[src/rtl/riscv_cpu_pkg.sv]
// Shared types and constants for the CPU pipeline: opcodes, access sizes,
// memory-stage FSM states and the MEM->WB payload.
package riscv_cpu_pkg;

    localparam int unsigned DATA_WIDTH = 32;
    localparam int unsigned CSR_WIDTH  = 4;
    localparam int unsigned NUM_LANES  = 4;

    localparam logic [6:0]  OPCODE_LOAD  = 7'b0000011;
    localparam logic [6:0]  OPCODE_STORE = 7'b0100011;
    localparam logic [31:0] INSTR_NOP    = 32'h0000_0013;

    // funct3 encodings of load/store widths
    typedef enum logic [2:0] {
        MEM_B  = 3'b000,
        MEM_H  = 3'b001,
        MEM_W  = 3'b010,
        MEM_BU = 3'b100,
        MEM_HU = 3'b101
    } mem_size_e;

    typedef enum logic [1:0] {
        ST_IDLE = 2'd0,
        ST_REQ  = 2'd1,
        ST_WAIT = 2'd2
    } mem_state_e;

    typedef struct packed {
        logic [31:0]           pc;
        logic [31:0]           instr;
        logic [DATA_WIDTH-1:0] alu_result;
        logic [DATA_WIDTH-1:0] load_data;
        logic [CSR_WIDTH-1:0]  csr;
        logic                  misalign;
    } wb_payload_t;

    // Reset value and stall filler of the write-back register
    localparam wb_payload_t WB_BUBBLE = '{
        pc:         '0,
        instr:      INSTR_NOP,
        alu_result: '0,
        load_data:  '0,
        csr:        '0,
        misalign:   1'b0
    };

endpackage

[src/rtl/lsu_align.sv]
// Byte-lane helper for the memory stage: byte enables, store-data lane
// replication and load-data extraction with sign/zero extension.
module lsu_align (
    input  logic [2:0]  funct3_i,
    input  logic [1:0]  off_i,
    input  logic [31:0] store_data_i,
    input  logic [31:0] rdata_i,
    output logic [3:0]  be_o,
    output logic [31:0] wdata_o,
    output logic [31:0] load_data_o
);

    logic [31:0] shifted;

    // Enables past lane 3 fall off the 4-bit shift on purpose
    always_comb begin
        be_o    = 4'b1111;
        wdata_o = store_data_i;
        case (funct3_i[1:0])
            2'b00: begin
                be_o    = 4'b0001 << off_i;
                wdata_o = {4{store_data_i[7:0]}};
            end
            2'b01: begin
                be_o    = 4'b0011 << off_i;
                wdata_o = {2{store_data_i[15:0]}};
            end
            default: ;
        endcase
    end

    assign shifted = rdata_i >> {off_i, 3'b000};

    // funct3[2] selects the unsigned variants
    always_comb begin
        load_data_o = shifted;
        case (funct3_i[1:0])
            2'b00:   load_data_o = {{24{~funct3_i[2] & shifted[7]}},  shifted[7:0]};
            2'b01:   load_data_o = {{16{~funct3_i[2] & shifted[15]}}, shifted[15:0]};
            default: ;
        endcase
    end

endmodule

[src/rtl/mem_stage.sv]
// Memory-access pipeline stage between EX and WB: req/gnt/rvalid data port,
// stall generation and the registered WB payload.
// Optional MEM_MISALIGN_CHECK_EN: misaligned H/W accesses bypass memory and flag misalign_o.
module mem_stage
    import riscv_cpu_pkg::*;
(
    input  logic                  clk_i,
    input  logic                  rst_ni,
    input  logic [31:0]           pc_i,
    input  logic [31:0]           instr_rdata_i,
    input  logic [DATA_WIDTH-1:0] alu_result_i,
    input  logic [DATA_WIDTH-1:0] data_b_i,
    input  logic [CSR_WIDTH-1:0]  csr_i,
    output logic                  stall_o,
    output logic                  data_req_o,
    output logic                  data_we_o,
    input  logic                  data_gnt_i,
    input  logic                  data_rvalid_i,
    output logic [31:0]           data_addr_o,
    output logic [3:0]            data_be_o,
    output logic [31:0]           data_wdata_o,
    input  logic [31:0]           data_rdata_i,
    output logic [31:0]           pc_o,
    output logic [31:0]           instr_rdata_o,
    output logic [DATA_WIDTH-1:0] alu_result_o,
    output logic [DATA_WIDTH-1:0] load_data_o,
    output logic [CSR_WIDTH-1:0]  csr_o,
    output logic                  misalign_o
);

    mem_state_e  state_q, state_d;
    wb_payload_t wb_q, wb_d;

    logic [2:0]  funct3;
    logic [1:0]  off;
    logic        is_load, is_store, misalign, mem_op;
    logic        req_c, stall_c;
    logic [31:0] load_aligned;

    assign funct3   = instr_rdata_i[14:12];
    assign off      = alu_result_i[1:0];
    assign is_load  = (instr_rdata_i[6:0] == OPCODE_LOAD);
    assign is_store = (instr_rdata_i[6:0] == OPCODE_STORE);

`ifdef MEM_MISALIGN_CHECK_EN
    always_comb begin
        misalign = 1'b0;
        if (is_load || is_store) begin
            if (funct3[1:0] == 2'b01) begin
                misalign = off[0];
            end else if (funct3[1:0] != 2'b00) begin
                misalign = (off != 2'b00);
            end
        end
    end
`else
    assign misalign = 1'b0;
`endif

    assign mem_op = (is_load || is_store) && !misalign;

    lsu_align u_lsu_align (
        .funct3_i     (funct3),
        .off_i        (off),
        .store_data_i (data_b_i),
        .rdata_i      (data_rdata_i),
        .be_o         (data_be_o),
        .wdata_o      (data_wdata_o),
        .load_data_o  (load_aligned)
    );

    // Request/stall decode; stall releases in the cycle the response arrives
    always_comb begin
        state_d = state_q;
        req_c   = 1'b0;
        stall_c = 1'b0;
        case (state_q)
            ST_IDLE: begin
                if (mem_op) begin
                    req_c   = 1'b1;
                    stall_c = 1'b1;
                    state_d = data_gnt_i ? ST_WAIT : ST_REQ;
                end
            end
            ST_REQ: begin
                req_c   = 1'b1;
                stall_c = 1'b1;
                if (data_gnt_i) begin
                    state_d = ST_WAIT;
                end
            end
            ST_WAIT: begin
                stall_c = ~data_rvalid_i;
                if (data_rvalid_i) begin
                    state_d = ST_IDLE;
                end
            end
            default: state_d = ST_IDLE;
        endcase
    end

    // Keep the port quiet while reset is held, whatever EX presents
    assign data_req_o  = req_c & rst_ni;
    assign stall_o     = stall_c & rst_ni;
    assign data_we_o   = is_store & data_req_o;
    assign data_addr_o = {alu_result_i[31:2], 2'b00};

    always_comb begin
        wb_d = WB_BUBBLE;
        if (!stall_c) begin
            wb_d.pc         = pc_i;
            wb_d.instr      = instr_rdata_i;
            wb_d.alu_result = alu_result_i;
            wb_d.load_data  = (is_load && !misalign) ? load_aligned : '0;
            wb_d.csr        = csr_i;
            wb_d.misalign   = misalign;
        end
    end

    always_ff @(posedge clk_i or negedge rst_ni) begin
        if (!rst_ni) begin
            state_q <= ST_IDLE;
            wb_q    <= WB_BUBBLE;
        end else begin
            state_q <= state_d;
            wb_q    <= wb_d;
        end
    end

    assign pc_o          = wb_q.pc;
    assign instr_rdata_o = wb_q.instr;
    assign alu_result_o  = wb_q.alu_result;
    assign load_data_o   = wb_q.load_data;
    assign csr_o         = wb_q.csr;
    assign misalign_o    = wb_q.misalign;

endmodule

[config.mk]
export PLATFORM = sky130hd
export DESIGN_NAME = mem_stage
export DESIGN_NICKNAME = d
export VERILOG_FILES = /design/src/rtl/riscv_cpu_pkg.sv /design/src/rtl/lsu_align.sv /design/src/rtl/mem_stage.sv
export SDC_FILE = /design/constraint.sdc
export NUM_CORES = 1
export LEC_CHECK = 0
export ABC_AREA = 1
export CORE_AREA = 2 2 143 145
export CTS_BUF_LIST = sky130_fd_sc_hd__clkbuf_4 sky130_fd_sc_hd__clkbuf_8 sky130_fd_sc_hd__clkbuf_16
export CTS_CLUSTER_SIZE = 14
export DETAILED_ROUTE_END_ITERATION = 8
export DIE_AREA = 0 0 145 147
export GPL_ROUTABILITY_DRIVEN = 0
export PLACE_DENSITY = 0.72
export SETUP_SLACK_MARGIN = 0.05
export SYNTH_ARGS = -nofsm -noshare
export SYNTH_HDL_FRONTEND = slang
export SYNTH_SLANG_ARGS = --single-unit
[constraint.sdc]
create_clock -name clk_i -period 1.5 [get_ports clk_i]
set_clock_uncertainty 0.15 [all_clocks]
set_input_delay 0.15 -clock clk_i [delete_from_list [all_inputs] [get_ports clk_i]]
set_output_delay 0.15 -clock clk_i [all_outputs]
set_load 0.01 [all_outputs]
==> results.ini <==
[worst_setup_path]
cp.arrival_ns=1.48
critPathRequiredTime_ns=1.20
setup.worst_path.start=state_q[1]
reg2reg_from=state_q[1]
cp_max_fo=4
critPathTopFamily=simple AND/OR/NAND/NOR gates
rrSetupSlack_ns=-0.27
cp-endpoint=stall_o
cp_num_buf_inv=2
worstSetupStartpointType=register
cp_cell_sequence=inv_2 -> nor2_2 -> nand2_2 -> nand2_4 -> nor2_4 -> nor2_1 -> buf_4
cpPeakStageDelay_ns=0.40
criticalPathCategory=register to output pin
timing.rr.end=instr_rdata_o[31]
critPathSlowestCell=dfrtp_1
cp-end-kind=output pin
cp_num_cells=7
r2r_cells=9

[detailed_routing]
remaining_drc_errors=0
wire_per_inst_microns=16.9
ant_nets=0
dr.pass1.iters=4
avgViaCountPerCell=4.36
vias=6271
drt_iter0_drc=204
finalWirelength_microns=24300

[placement]
dp_slack_ns=-0.871
numPortBuffers=368
placed_area_sq_um=10200
hpwl_microns=16900

[grt]
grt_max_degree=135
grt_pass1_vias=6484
grt_pass1_wl_microns=35900
antenna_found_initial=1
grt_use_total_pct=22.3
gr-total-overflow=0

[synth]
syn-cell-area_sq_um=6220
syn_inst=741
synth_area_per_cell_sq_um=8.39
ys_ff_latch=134
ys_seq_area_share_pct=54.0
ys_warn_count=0
ys_types=33

[die]
core_sq_um=19800
initial_core_util_pct=31.3
rows=52
die_width_microns=145
dieArea_sq_um=21300
dieHeight_microns=147
boundaryPins=372

[timing]
worst_pin_slew_ns=0.746
finalWorstSetupSlack_ns=-0.278
max_freq_mhz=562
period_share_pct=119
rsz0062_at_grt=true
fin_setup_tns_ns=-20.08
slew_viol_final=0
fin_crit_ns=1.78
relSlewSlack_pct=50.2
setup_violations=126
hold_viol=0

[layout]
final_core_util_pct=59.5
final_area_sq_um=11800
multi_input_area_sq_um=2480
layout-drive-gt1-share_pct=28.4
n_fill_cell=1697
regArea_sq_um=3360
area_growth_pct=89.9
nets=1322

[outcome]
status=finished, violations left
violations=negative setup slack

[cts]
clockRootBuffer=clkbuf_16
h-tree-depth=4
clk_pin_slew_ns=0.06
cts_buffers=17
cts_tree=yes
clockBufferDepth=2
clock_sinks=134
clkLatencyLatePin_ns=0.41

[power]
ir_worst_vdd_v=0.000675
p_per_area_nw_per_um2=840
finalPower_mw=9.92
p_leak_nw=6.04

[job]
max_cap_viol_count=0

[hold_path]
hp-class=primary input to register

==> power by group <==
group | switching [mW] | internal (mW)
Sequential | 0.0390 | 3.79
Combinational | 1.02 | 1.10
Clock | 1.77 | 2.19
Total | 2.84 | 7.08
==> worst min path at each step <==
stage,depth (start not counted),slack (ns),from,endpoint
after floorplan,0,-0.30,rst_ni,alu_result_o[0]
after global placement,2,0.19,rst_ni,alu_result_o[11]
after detailed placement,2,0.20,rst_ni,alu_result_o[18]
after CTS,3,0.03,instr_rdata_i[2],instr_rdata_o[2]
after global routing,3,-0.007,instr_rdata_i[4],instr_rdata_o[4]
final,3,0.01,instr_rdata_i[4],instr_rdata_o[4]
==> metrics by stage <==
step / hold WS [ns] / instances
after CTS: 0.0285 / 1432
after detailed placement: 0.198 / 1365
final: 0.0122 / 1438
after global placement: 0.190 / 1365
after global routing: -0.00727 / 1438
after floorplan: -0.296 / 743
==> tightest hold or removal path, cell delays in order <==
cell and delay [ns]:
dlymetal6s2s_1 0.14, buf_4 0.14, or2_4 0.11
==> state kept, by name, summed over array words and instances, names as in the netlist <==
register	flops
alu_result_o	32
csr_o	4
instr_rdata_o	32
load_data_o	32
pc_o	32
state_q	2
==> final cells by class <==
cell class,instances,area share (%)
repair buffers,462,38.0
flip-flops and latches,134,28.4
multi-input cells,391,21.0
inverters,147,4.92
clock buffers,17,3.60
well taps,270,2.86
clock inverters,15,1.18
repair inverters,1,0.0636
diodes,1,0.0212
==> timing repair <==
action	in CTS	in global routing
hold buffers	4	1
buffers inserted	24	10
endpoints found under the setup margin	332	158
gates resized for setup	430	139
cloned	9	3
endpoints found under the hold margin	134	1
pin swaps	30	20
==> per-layer routing <==
| layer | vias up | global-route usage (%) | wire length [microns] |
|---|---|---|---|
| met1 | 2990 | 21.7 | 8360 |
| li1 | 2972 | - | - |
| met4 | 0 | 8.32 | 640 |
| met3 | 38 | 6.89 | 1680 |
| met2 | 271 | 43.7 | 13600 |
| met5 | - | 0 | 0 |
==> cell usage after synthesis, drive strengths merged <==
cell type | instances | area [sq um]
nor2 | 148 | 628
inv | 147 | 562
nand2 | 144 | 571
dfrtp | 131 | 3280
buf | 66 | 518
nand3 | 40 | 235
o21ai | 19 | 95.1
a21oi | 16 | 87.6
o211ai | 9 | 67.6
clkbuf | 6 | 22.5
a31oi | 4 | 25.0
dfstp | 3 | 78.8
or2 | 3 | 18.8
and2 | 1 | 6.26
conb | 1 | 3.75
nand4 | 1 | 6.26
nor3b | 1 | 7.51
nor4 | 1 | 6.26
==> logic make-up (layout without fill, tap and decap cells) <==
kind of cell    Yosys count  in the layout  synth area share (%)
simple gates            339            340                  23.8
buf+inv                 219            642                  17.7
flops                   134            134                  54.0
compound gates           48             48                  4.43
other cells               1              4                0.0603
==> cells in the final DEF (no fill, tap or decap), types with 8 or more instances in the layout <==
master and instances:
a21oi_2 11, buf_12 14, buf_2 22, buf_4 53
buf_6 16, clkbuf_16 19, clkdlybuf4s50_1 154, dfrtp_1 131
dlygate4sd2_1 176, inv_1 134, inv_2 8, nand2_1 123
nand2_2 17, nand3_1 35, nor2_1 28, nor2_2 55
nor2_4 63, o211ai_1 9, o21ai_0 14
No activity file was read; power rests on OpenSTA's default activity.
==> variant 1: new RTL, same settings <==
Add a define of `MEM_MISALIGN_CHECK_EN`.
--- a/src/rtl/mem_stage.sv
+++ b/src/rtl/mem_stage.sv
@@ -1,6 +1,8 @@
 // Memory-access pipeline stage between EX and WB: req/gnt/rvalid data port,
 // stall generation and the registered WB payload.
 // Optional MEM_MISALIGN_CHECK_EN: misaligned H/W accesses bypass memory and flag misalign_o.
+`define MEM_MISALIGN_CHECK_EN
+
 module mem_stage
     import riscv_cpu_pkg::*;
 (
Check against the original RTL: not equivalent (Yosys sat finds a counterexample within 4 cycles, from zero or initial values and one cycle with rst_ni low).
==> variant 1 against the original RTL <==
The run still ends with negative setup slack left; final cell count shrank 2.0%; first-iteration DRC count rose by 37%; area after synthesis increased by 0.56%; highest routed layer unchanged; critical path depth grew 2; register-to-register slack better by 0.03 ns; worst hold slack worse by 0.0045 ns; sequential cell count rose by 1; setup slack better by 0.0048 ns; power is 3.6% higher; critical endpoint unchanged; wire length fell by 4.9%; cell area decreased by 0.38%; clock power increased by 13%.
==> variant 1: results (changes against the original RTL) <==
| Metric | Value |
|---|---|
| Status | `finished, violations left` |
| Failing checks | `negative setup slack` |
| Nets | `1294 (-2.1%)` |
| CP Max Fanout | `2 (-2)` |
| Post-DP HPWL | `15900 um (-5.7%)` |
| TritonRoute pass-1 iters | `7 (+3)` |
| Lkg Pwr | `5.98 nW (-1.0%)` |
| Wire length of the first global-routing pass | `34700 um (-3.6%)` |
| Top cells by count, synth | `nand2_1 (151), inv_1 (138), dfrtp_1 (132)` |
| Final setup violation count | `138 (+9.5%)` |
| Vias in the first global route | `6161 (-5.0%)` |
| Setup ws final | `-0.274 ns (+0.00476 ns)` |
| Cell count after synthesis | `717 (-3.2%)` |
| Via density | `4.30 (-1.4%)` |
| Sw Share | `0.266 (-0.0203)` |
| Antenna violations before repair | `0 (-1)` |
| Worst slew margin | `0.498 (-0.00399)` |
| WL final | `23100 um (-4.9%)` |
| Largest net degree at the start of global routing | `83 (-39%)` |
| Starting DRC count in detailed routing | `280 (+37%)` |
| Post-synthesis sequential area ratio | `0.541 (+0.000977)` |
| GRT Total Usage | `0.212 (-0.0108)` |
| Port Buffers | `369 (+0.27%)` |
| Cell variety after synth | `27 (-18%)` |
| WL/cell | `16.4 um (-3.0%)` |
| Crit path largest cell delay | `0.38 ns (-0.02 ns)` |
| IR drop worst, VDD | `0.000674 V (-0.15%)` |
| Place WS | `-0.898 ns (-0.0270 ns)` |
| Synth area leaders | `dfrtp_1 (53%), nand2_1 (9.1%), inv_1 (8.3%)` |
## variant 1: worst min-delay path, cell delays in order
cell    delay (ns)
buf_8         0.09
inv_2         0.04
buf_6         0.15
nor2_2        0.10
## variant 1: routing by layer
metal / GRT usage / up-vias / part of all wire
met4: 0.0713 / 0 / 0.025
li1: - / 2871 / -
met1: 0.230 / 2867 / 0.36
met3: 0.0581 / 34 / 0.075
met2: 0.398 / 289 / 0.54
met5: 0 / - / 0
## variant 1: per-stage QoR
stage               utilization  instance area (um2)  TNS, ns
floorplan                     -                 6260        0
global placement          0.511                10100  -108.88
detailed placement        0.511                10100  -109.28
CTS                       0.567                11200    -7.39
global route              0.593                11800   -31.43
finish                    0.593                11800   -24.11
## variant 1: power by group through the flow
stage	sequential, W	clock (W)	combinational, W
finish	0.00385	0.00447	0.00196
global route	0.00386	0.00470	0.00211
CTS	0.00385	0.00456	0.00186
detailed placement	0.00392	0	0.00195
global placement	0.00391	0	0.00193
floorplan	0.00401	0	0.000628
## variant 1: final timing paths
kind | start | end | slack (ns) | cells after the start
setup / recovery | state_q[1]$_DFFE_PN0P_ | stall_o | -0.27 | 9
hold / removal | instr_rdata_i[13] | instr_rdata_o[13]$_DFF_PN0_ | 0.008 | 4
setup reg to reg | state_q[1]$_DFFE_PN0P_ | instr_rdata_o[1]$_DFF_PN1_ | -0.24 | 10
hold reg to reg | state_q[1]$_DFFE_PN0P_ | state_q[0]$_DFFE_PN0P_ | 0.53 | 3
max in group asynchronous | rst_ni | instr_rdata_o[7]$_DFF_PN0_ | 0.36 | 3
min in group asynchronous | rst_ni | state_q[1]$_DFFE_PN0P_ | 0.30 | 3
## variant 1: timing repair
action	in CTS	in global routing
gates resized for setup	370	122
cloned	8	4
setup endpoints to repair	335	240
buffers inserted	18	7
hold buffers	4	0
hold endpoints to repair	135	0
pin swaps	46	16
## variant 1: logic make-up (layout without fill, tap and decap cells)
group                  after synthesis  count (layout)  share of synthesized area
AND/OR/NAND/NOR                    322             322                      0.235
flip-flops                         135             135                      0.541
other                                1               2                   0.000600
buffers and inverters              211             632                      0.179
AO/OA/AOI/OAI                       48              48                     0.0444
## variant 1: final cells by class
class | instances | area, um2
multi-input combinational | 372 | 2350
inverter | 141 | 547
fill | 1685 | 8080
tap | 270 | 338
clock inverter | 13 | 183
clock buffer | 19 | 447
sequential | 135 | 3380
timing repair buffer | 459 | 4520
==> variant 2: new RTL, config.mk and constraints unchanged <==
Without the edit above. Make the reset (`rst_ni`) synchronous in one clocked block.
--- a/src/rtl/mem_stage.sv
+++ b/src/rtl/mem_stage.sv
@@ -117,7 +117,7 @@
         end
     end
 
-    always_ff @(posedge clk_i or negedge rst_ni) begin
+    always_ff @(posedge clk_i) begin
         if (!rst_ni) begin
             state_q <= ST_IDLE;
             wb_q    <= WB_BUBBLE;
Formal check against the unedited RTL: differs if rst_ni is asserted again (counterexample within 4 cycles, from zero or initial values and one cycle with rst_ni low); with rst_ni held inactive, the same outputs for 10 cycles.
==> variant 2 against the original RTL <==
The flow still finishes with violations (negative setup slack); area after synthesis is 16% lower; cell area is 14% lower; via count is 10% lower; setup slack better by 0.11 ns; highest routed layer unchanged; largest power group unchanged; critical endpoint is now data_req_o; wire length is 15% lower; critical path depth is 2 higher; power is 4.7% lower; sequential cell count stayed put.
==> variant 2: results (changes against the original RTL) <==
| Metric | Value |
|---|---|
| Status | `finished, violations left` |
| Failing checks | `negative setup slack` |
| Ant. Diodes | `0 (-1)` |
| Num CTS Buffers | `17 (unchanged)` |
| GRT Total Usage | `0.194 (-0.0286)` |
| Largest net degree at the start of global routing | `18 (-87%)` |
| Placed cell areas | `9220 um2 (-9.7%)` |
| WL final | `20600 um (-15%)` |
| Deepest clock path buffer count | `2 (unchanged)` |
| IR drop worst, VDD | `0.000589 V (-13%)` |
| Clock-pin slew on the worst setup and hold paths | `0.06 ns (about the same)` |
| Setup ws final | `-0.164 ns (+0.115 ns)` |
| Top cells by count, synth | `nor2_1 (165), dfxtp_1 (134), nand2_1 (120)` |
| TritonRoute pass-1 iters | `5 (+1)` |
| FILL cells | `1903 (+12%)` |
| Post-DP HPWL | `15600 um (-7.3%)` |
| Starting DRC count in detailed routing | `221 (+8.3%)` |
| Wire length of the first global-routing pass | `31900 um (-11%)` |
| Nets | `1268 (-4.1%)` |
| CP Max Fanout | `3 (-1)` |
| Cell variety after synth | `27 (-18%)` |
| Post-synth top area cell | `dfxtp_1` |
| Synth area leaders | `dfxtp_1 (51%), nor2_1 (12%), nand2_1 (8.6%)` |
| Final setup violation count | `77 (-39%)` |
| Worst hold-check path type | `input pin to register` |
| Synth warn | `0 (unchanged)` |
| Fraction of layout cells with a size suffix above 1 | `0.174 (-0.109)` |
| Via density | `4.07 (-6.8%)` |
| Slowest CP cell | `clkdlybuf4s50_1` |
| Lkg Pwr | `5.33 nW (-12%)` |
| Worst-Skew Late Latency | `0.40 ns` |
| Antenna violations before repair | `0 (-1)` |
| Root buf cell | `clkbuf_16` |
| Port Buffers | `368 (unchanged)` |
| Post-synthesis sequential area ratio | `0.512 (-0.0279)` |
| H-tree depth | `4 (unchanged)` |
| Post-synth ARST share | `0 (-1.00)` |
| Place WS | `-0.762 ns (+0.109 ns)` |
| CP arrival | `1.36 ns (-0.12 ns)` |
| Crit path largest cell delay | `0.47 ns (+0.07 ns)` |
| Total grt overflow | `0 (unchanged)` |
| Vias in the first global route | `5868 (-9.5%)` |
variant 2: power by group:
part           leakage, nW  total (W)  internal (W)  switching [W]
logic                 3.95    0.00179       0.00100       0.000789
clock network        0.266    0.00392       0.00218        0.00174
registers             1.11    0.00374       0.00371      0.0000310
total                 5.33    0.00946       0.00689        0.00256
variant 2: worst paths after layout:
kind	startpoint	end	slack, ns	cells past startpoint
min reg2reg	state_q[0]$_SDFFE_PN0P_	state_q[1]$_SDFFE_PN0P_	0.41	2
max	instr_rdata_i[1]	data_req_o	-0.16	9
min	instr_rdata_i[12]	instr_rdata_o[12]$_SDFF_PP0_	0.06	5
max reg2reg	state_q[1]$_SDFFE_PN0P_	load_data_o[28]$_SDFF_PP0_	-0.12	7
variant 2: critical path, delay by kind of cell:
family	cells	cell delay, ns
buf+inv	5	0.88
simple gates	4	0.33
variant 2: final cells by class:
| class | instances | area, um2 | area share |
|---|---|---|---|
| inverters | 122 | 477 | 0.0470 |
| repair buffers | 451 | 4360 | 0.430 |
| flip-flops and latches | 134 | 2690 | 0.265 |
| multi-input cells | 373 | 1720 | 0.170 |
| repair inverters | 1 | 7.51 | 0.000740 |
| clock inverters | 15 | 129 | 0.0127 |
| well taps | 270 | 338 | 0.0333 |
| clock buffers | 17 | 425 | 0.0419 |
variant 2: through the flow:
| stage | std cells | setup TNS (ns) |
|---|---|---|
| 2_1_floorplan | 699 | 0 |
| 3_3_place_gp | 1317 | -62.64 |
| 3_5_place_dp | 1317 | -64.86 |
| 4_1_cts | 1380 | -6.81 |
| 5_1_grt | 1383 | -16.39 |
| 6_report | 1383 | -7.71 |
variant 2: logic make-up after synthesis:
family | Yosys count | share of synthesized area
buffers and inverters | 192 | 0.182
AND/OR/NAND/NOR | 340 | 0.272
other | 1 | 0.000716
flip-flops | 134 | 0.512
AO/OA/AOI/OAI | 30 | 0.0334
variant 2: timing repair:
action                                  in CTS  in global routing
hold endpoints to repair                     1                  1
endpoints found under the setup margin     326                151
gates resized for setup                    329                 26
gates cloned                                11                  0
buffers inserted                            19                  3
pin swaps                                   11                  5
hold buffers                                 1                  1
variant 2: metal layers:
metal / global-route usage / share of wire / vias to the layer above
met4: 0.0609 / 0.022 / 0
met5: 0 / 0 / -
li1: - / - / 2821
met1: 0.188 / 0.36 / 2522
met2: 0.385 / 0.55 / 253
met3: 0.0646 / 0.075 / 26
